$ cat src/rtl/reprodutor_sequencia_pkg.sv
// Shared definitions for the note playback scheduler: FSM state codes,
// the silence code and the one-hot button word to note code decoder.
package reprodutor_sequencia_pkg;

  // FSM state encoding (3 bits)
  localparam logic [2:0] OCIOSO = 3'd0;
  localparam logic [2:0] LE_MEM = 3'd1;
  localparam logic [2:0] TOCA   = 3'd2;
  localparam logic [2:0] PAUSA  = 3'd3;
  localparam logic [2:0] FIM    = 3'd4;

  // Note code driven while no note sounds
  localparam logic [2:0] NOTA_SILENCIO = 3'd0;

  // Returns {valid, code}: a word with exactly one bit k set maps to code k+1;
  // an empty or multi-hot word is invalid and maps to silence.
  function automatic logic [3:0] onehot7_para_codigo(input logic [6:0] palavra);
    logic [2:0]  codigo;
    int unsigned n_bits;
    codigo = NOTA_SILENCIO;
    n_bits = 0;
    for (int k = 0; k < 7; k++) begin
      if (palavra[k]) begin
        n_bits = n_bits + 1;
        codigo = 3'(k + 1);
      end
    end
    if (n_bits == 1) return {1'b1, codigo};
    return {1'b0, NOTA_SILENCIO};
  endfunction

endpackage

$ cat src/rtl/reprodutor_sequencia_if.sv
// Bundle of the control, ROM and Arduino-side signals of the playback scheduler.
// master = game control / ROM / Arduino side, slave = the scheduler itself.
interface reprodutor_sequencia_if #(
  parameter int ADDR_W = 4,
  parameter int NOTE_W = 7
);
  logic              iniciar;
  logic              abortar;
  logic [ADDR_W-1:0] limite;
  logic [ADDR_W-1:0] mem_addr;
  logic [NOTE_W-1:0] mem_data;
  logic [2:0]        arduino_out;
  logic              tocando;
  logic              fim;
  logic              erro_memoria;

  modport master (
    output iniciar, abortar, limite, mem_data,
    input  mem_addr, arduino_out, tocando, fim, erro_memoria
  );

  modport slave (
    input  iniciar, abortar, limite, mem_data,
    output mem_addr, arduino_out, tocando, fim, erro_memoria
  );
endinterface

$ cat src/rtl/reprodutor_sequencia_temporizador_nota.sv
// Up-counter shared by the note-on and gap phases. terminal_o flags the cycle
// in which the count equals the runtime limit selected by the FSM.
module temporizador_nota #(
  parameter int CNT_W = 16
) (
  input  logic             clock,
  input  logic             reset,
  input  logic             limpa_i,
  input  logic             habilita_i,
  input  logic [CNT_W-1:0] limite_i,
  output logic             terminal_o
);
  logic [CNT_W-1:0] contagem_q;

  // Clear has priority over counting so a phase change always restarts at zero
  always_ff @(posedge clock or posedge reset) begin
    if (reset)           contagem_q <= '0;
    else if (limpa_i)    contagem_q <= '0;
    else if (habilita_i) contagem_q <= contagem_q + {{(CNT_W-1){1'b0}}, 1'b1};
  end

  assign terminal_o = (contagem_q == limite_i);
endmodule

$ cat src/rtl/reprodutor_sequencia.sv
// Playback scheduler: walks ROM addresses 0..limite, turns each one-hot word
// into a note code held for ON_CYCLES, then GAP_CYCLES of silence, then pulses fim.
module reprodutor_sequencia
  import reprodutor_sequencia_pkg::*;
#(
  parameter int ADDR_W     = 4,
  parameter int NOTE_W     = 7,
  parameter int ON_CYCLES  = 100,
  parameter int GAP_CYCLES = 20,
  parameter int CNT_W      = 16
) (
  input  logic                 clock,
  input  logic                 reset,
  reprodutor_sequencia_if.slave bus
);
  localparam logic [CNT_W-1:0] FIM_ON  = CNT_W'(ON_CYCLES - 1);
  localparam logic [CNT_W-1:0] FIM_GAP = CNT_W'(GAP_CYCLES - 1);

  logic [2:0]        estado_q, estado_d;
  logic [ADDR_W-1:0] addr_q, addr_d;
  logic [ADDR_W-1:0] limite_q, limite_d;
  logic [2:0]        nota_q, nota_d;
  logic              fim_q, fim_d;
  logic              erro_q, erro_d;
  logic              t_limpa, t_habilita, t_terminal;
  logic [CNT_W-1:0]  t_limite;
  logic [3:0]        decodificado;

  assign decodificado = onehot7_para_codigo(7'(bus.mem_data));
  assign t_limite     = (estado_q == TOCA) ? FIM_ON : FIM_GAP;

  temporizador_nota #(.CNT_W(CNT_W)) u_temporizador (
    .clock      (clock),
    .reset      (reset),
    .limpa_i    (t_limpa),
    .habilita_i (t_habilita),
    .limite_i   (t_limite),
    .terminal_o (t_terminal)
  );

  // Next-state logic: abort overrides every state, fim is high only in FIM
  always_comb begin
    estado_d   = estado_q;
    addr_d     = addr_q;
    limite_d   = limite_q;
    nota_d     = nota_q;
    fim_d      = 1'b0;
    erro_d     = erro_q;
    t_limpa    = 1'b0;
    t_habilita = 1'b0;
    if (bus.abortar) begin
      estado_d = OCIOSO;
      nota_d   = NOTA_SILENCIO;
      t_limpa  = 1'b1;
    end else begin
      case (estado_q)
        OCIOSO: begin
          if (bus.iniciar) begin
            addr_d   = '0;
            limite_d = bus.limite;
            erro_d   = 1'b0;
            estado_d = LE_MEM;
          end
        end
        LE_MEM: begin
          nota_d   = decodificado[2:0];
          if (!decodificado[3]) erro_d = 1'b1;
          t_limpa  = 1'b1;
          estado_d = TOCA;
        end
        TOCA: begin
          if (t_terminal) begin
            nota_d   = NOTA_SILENCIO;
            t_limpa  = 1'b1;
            estado_d = PAUSA;
          end else begin
            t_habilita = 1'b1;
          end
        end
        PAUSA: begin
          if (t_terminal) begin
            t_limpa = 1'b1;
            if (addr_q == limite_q) begin
              estado_d = FIM;
              fim_d    = 1'b1;
            end else begin
              addr_d   = addr_q + {{(ADDR_W-1){1'b0}}, 1'b1};
              estado_d = LE_MEM;
            end
          end else begin
            t_habilita = 1'b1;
          end
        end
        FIM:     estado_d = OCIOSO;
        default: estado_d = OCIOSO;
      endcase
    end
  end

  // State and output registers
  always_ff @(posedge clock or posedge reset) begin
    if (reset) begin
      estado_q <= OCIOSO;
      addr_q   <= '0;
      limite_q <= '0;
      nota_q   <= NOTA_SILENCIO;
      fim_q    <= 1'b0;
      erro_q   <= 1'b0;
    end else begin
      estado_q <= estado_d;
      addr_q   <= addr_d;
      limite_q <= limite_d;
      nota_q   <= nota_d;
      fim_q    <= fim_d;
      erro_q   <= erro_d;
    end
  end

  assign bus.mem_addr     = addr_q;
  assign bus.arduino_out  = nota_q;
  assign bus.fim          = fim_q;
  assign bus.erro_memoria = erro_q;
  assign bus.tocando      = (estado_q != OCIOSO);
endmodule

$ cat src/flat_wrapper.sv
// flat-port wrapper written by rule: the top's interface ports become plain ports
module reprodutor_sequencia_flat import reprodutor_sequencia_pkg::*;
#(
  parameter int ADDR_W     = 4,
  parameter int NOTE_W     = 7,
  parameter int ON_CYCLES  = 100,
  parameter int GAP_CYCLES = 20,
  parameter int CNT_W      = 16
)
  (clock, reset, bus_iniciar, bus_abortar, bus_limite, bus_mem_data, bus_mem_addr, bus_arduino_out, bus_tocando, bus_fim, bus_erro_memoria);
  reprodutor_sequencia_if #(.ADDR_W(ADDR_W), .NOTE_W(NOTE_W)) bus_i ();
  input  logic clock;
  input  logic reset;
  input wire logic [$bits(bus_i.iniciar)-1:0] bus_iniciar;
  input wire logic [$bits(bus_i.abortar)-1:0] bus_abortar;
  input wire logic [$bits(bus_i.limite)-1:0] bus_limite;
  input wire logic [$bits(bus_i.mem_data)-1:0] bus_mem_data;
  output wire logic [$bits(bus_i.mem_addr)-1:0] bus_mem_addr;
  output wire logic [$bits(bus_i.arduino_out)-1:0] bus_arduino_out;
  output wire logic [$bits(bus_i.tocando)-1:0] bus_tocando;
  output wire logic [$bits(bus_i.fim)-1:0] bus_fim;
  output wire logic [$bits(bus_i.erro_memoria)-1:0] bus_erro_memoria;
  assign bus_i.iniciar = bus_iniciar;
  assign bus_i.abortar = bus_abortar;
  assign bus_i.limite = bus_limite;
  assign bus_i.mem_data = bus_mem_data;
  assign bus_mem_addr = bus_i.mem_addr;
  assign bus_arduino_out = bus_i.arduino_out;
  assign bus_tocando = bus_i.tocando;
  assign bus_fim = bus_i.fim;
  assign bus_erro_memoria = bus_i.erro_memoria;
  reprodutor_sequencia #(.ADDR_W(ADDR_W), .NOTE_W(NOTE_W), .ON_CYCLES(ON_CYCLES), .GAP_CYCLES(GAP_CYCLES), .CNT_W(CNT_W)) u_core (.clock(clock), .reset(reset), .bus(bus_i));
endmodule
$ cat config.mk
export PLATFORM = sky130hd
export DESIGN_NAME = reprodutor_sequencia_flat
export DESIGN_NICKNAME = d
export VERILOG_FILES = /design/src/rtl/reprodutor_sequencia_pkg.sv /design/src/rtl/reprodutor_sequencia_if.sv /design/src/rtl/reprodutor_sequencia_temporizador_nota.sv /design/src/rtl/reprodutor_sequencia.sv /design/src/flat_wrapper.sv
export SDC_FILE = /design/constraint.sdc
export NUM_CORES = 1
export LEC_CHECK = 0
export BUFFER_PORTS_ARGS = -buffer_cell sky130_fd_sc_hd__buf_2
export CAP_MARGIN = 10
export CORE_AREA = 2 2 72 74
export DETAILED_ROUTE_END_ITERATION = 12
export DIE_AREA = 0 0 74 76
export PLACE_DENSITY = 0.79
export SYNTH_ARGS = -nofsm -noshare
export SYNTH_HDL_FRONTEND = slang
export SYNTH_HIERARCHICAL = 1
export SYNTH_SLANG_ARGS = --single-unit
$ cat constraint.sdc
create_clock -name clock -period 5.8 [get_ports clock]
set_input_delay 1.16 -clock clock [delete_from_list [all_inputs] [get_ports clock]]
set_output_delay 1.16 -clock clock [all_outputs]
set_load 0.01 [all_outputs]
==> impl_metrics.py <==
metrics = {
    "outcome": {
        "status": "completed",
    },
    "worst_hold_path": {
        "min_from": "u_core/bus.arduino_out[1]",
        "min_path_type": "flip-flop to flip-flop",
        "worstHoldEndpoint": "u_core/bus.arduino_out[1]",
        "holdPathStages": 2,
    },
    "global_routing": {
        "met2_usage_pct": 26.25,
        "grt_use_met1_pct": 24.87,
        "grt_max_degree": 20,
        "antenna_found_initial": 0,
        "met3_usage_pct": 3.704,
        "grt_pass1_vias": 1730,
        "grt_busiest_layer": "met2",
        "gr-total-overflow": 0,
        "grt_pass1_wl_mm": 7.831,
        "grt_usage_pct": 17.44,
    },
    "power_and_ir_drop": {
        "pwr_density_cell_nw_per_um2": 254.8,
        "p_leak_nw": 1.172,
        "peakVddDrop_mv": 0.1889,
    },
    "layout": {
        "final_cell_area_um2": 2661,
        "nets": 308,
        "seq_area_um2": 800.8,
        "fillers": 442,
        "syn2layout_area_growth_pct": 12.90,
        "antenna_cells": 0,
        "final_common_cell": "dfrtp_1",
        "mostFrequentLayoutCells": "dfrtp_1 (32), xnor2_1 (30), nor2_1 (25)",
        "multi_input_area_um2": 1478,
        "drive_gt1_share_pct": 21.40,
    },
    "floorplan": {
        "die_area_um2": 5624,
        "ios": 25,
        "start_util_pct": 47.99,
        "rows": 26,
        "die_h_um": 76,
        "core_area_um2": 4912,
        "die_w_um": 74,
    },
    "timing": {
        "finalMaxSlewViolations": 0,
        "worst_pin_slew_ps": 882.5,
        "fin_tns_setup_ps": 0,
        "clock.fmax_ghz": 0.2158,
        "hold-worst-slack_ps": 503.6,
        "max_slew_margin_pct": 40.62,
        "period_minus_slack_ps": 4635,
        "rsz0062_at_grt": "false",
        "setup_viol": 0,
        "skew_ps": 7.873,
        "hold_viol": 0,
        "post-route-period-util_pct": 79.91,
    },
    "routing": {
        "detail_route.first_pass.iterations": 4,
        "drc_errors": 0,
        "drtIter0Drc": 91,
        "route.vias.total": 1804,
        "wirelength_mm": 4.307,
        "ant_nets": 0,
        "post_drt_wl_per_cell_um": 12.13,
        "viasPerCell": 5.082,
    },
    "synth": {
        "yosysUniqueCellTypes": 56,
        "async_reset_ff_share_pct": 100.0,
        "ys_seq_area_share_pct": 33.97,
        "syn_avg_cell_area_um2": 9.391,
        "yosys_warnings": 6,
        "synthCells": 251,
        "synth-edff-count": 0,
        "ys_top_cells_by_area": "dfrtp_1 (34%), xnor2_1 (11%), ha_1 (4.8%)",
        "ys.flop_type": "dfrtp_1",
        "synth_top_area_share_pct": 33.97,
        "post-synth-top-area-cell": "dfrtp_1",
        "syn-cell-area_um2": 2357,
        "synth_seq_cells": 32,
    },
    "worst_setup_path": {
        "cp-end-kind": "flip-flop",
        "start_kind": "input pin",
        "cp-startpoint": "bus_mem_data[1]",
        "r2r-end": "u_core/u_temporizador/contagem_q[15]",
        "r2r_setup_slack_ps": 1740,
        "critPathMaxFanout": 5,
        "required_ps": 5980,
        "worstSetupPathType": "input pin to flip-flop",
        "ff2ff_path_depth": 13,
        "worstReg2RegStart": "u_core/estado_q[1]",
        "critPathArrivalTime_ps": 4810,
    },
    "clock_network": {
        "post-cts-setup-buffers": 0,
        "clockBufferDepth": 2,
        "cts.sinks": 32,
        "ctsHoldBuffers": 0,
        "numCtsBuffers": 5,
        "insertion_delay_ps": 290,
        "cts_max_level": 2,
        "cts_resized": 0,
        "root_buffer": "clkbuf_8",
        "cts_tree": "done",
        "clk_pin_slew_ps": 70,
    },
    "placement": {
        "routabilityCongestion": 0.8411,
        "dpl_cell_area_um2": 2550,
        "numPortBuffers": 24,
        "dp_hpwl_mm": 3.234,
    },
    "job": {
        "cap_viol_max_count": 0,
    },
}
through the flow:
stage	utilization, %	worst slack [ps]	cells	total power [mW]
floorplan	-	1205	262	0.4312
global placement	51.91	979.2	347	0.4637
detailed placement	51.91	870.9	347	0.4686
CTS	54.18	1167	355	0.6819
global route	54.18	956.2	355	0.7177
finish	54.18	1165	355	0.6782
state kept, by name, indices dropped and copies added (netlist names):
name	cells
u_core/u_temporizador/contagem_q	16
u_core/bus.mem_addr	4
u_core/limite_q	4
u_core/bus.arduino_out	3
u_core/estado_q	3
u_core/bus.erro_memoria	1
u_core/bus.fim	1
worst max-delay path by stage:
stage | endpoint | slack (ps) | cells after the start
final | u_core/bus.erro_memoria | 1170 | 19
after global routing | u_core/bus.erro_memoria | 960 | 19
after CTS | u_core/bus.erro_memoria | 1170 | 19
after detailed placement | u_core/bus.erro_memoria | 870 | 19
after global placement | u_core/bus.erro_memoria | 980 | 19
after floorplan | u_core/bus.erro_memoria | 1200 | 18
cells by family after synthesis:
logic type,after synthesis,synth area share [%]
AND/OR/NAND/NOR,96,22.72
XOR/XNOR,41,16.99
other,2,0.3186
AO/OA/AOI/OAI,35,11.36
adder cells (fa/ha/maj),9,4.777
flip-flops,32,33.97
buffers and inverters,26,5.095
multiplexers,10,4.777
cell type report:
| type | count | area share [%] |
|---|---|---|
| tap | 70 | 3.291 |
| multi-input combinational | 204 | 55.52 |
| clock inverter | 3 | 1.598 |
| clock buffer | 5 | 2.586 |
| timing repair buffer | 24 | 4.513 |
| sequential | 32 | 30.09 |
| inverter | 17 | 2.398 |
cell usage after synthesis (3+ instances only):
cell,instances
a21oi_1,8
and3_1,3
clkbuf_1,3
dfrtp_1,32
ha_1,9
inv_1,16
mux2_2,6
mux2i_1,3
nand2_1,19
nand3_1,6
nand4_1,7
nor2_1,25
nor3_1,6
nor4_1,7
o21ai_0,8
o21ai_1,3
o31ai_1,5
xnor2_1,30
xor2_1,8
metal layers:
layer / up-vias / wire length (µm)
met5: - / 0
li1: 920 / -
met3: 9 / 154
met2: 35 / 2011
met4: 0 / 65
met1: 840 / 2076
where the power goes:
group / switching [mW] / leakage, nW / internal [mW]
Sequential: 0.0210 / 0.434 / 0.245
Clock: 0.0864 / 0.0541 / 0.127
Combinational: 0.105 / 0.684 / 0.0934
worst max-delay path, cell delays in order:
cell and delay, ps:
buf_2 100, inv_1 60, ha_1 350, xor2_1 190
ha_1 350, nand2_1 90, o31ai_1 70, ha_1 280
nand2_1 110, o311ai_2 120, ha_1 280, mux2_2 280
ha_1 180, nand2_1 130, xor2_2 220, xnor2_1 130
a2111oi_4 360, nand4_2 180, a21o_1 180
(Power assumes the default switching activity.)
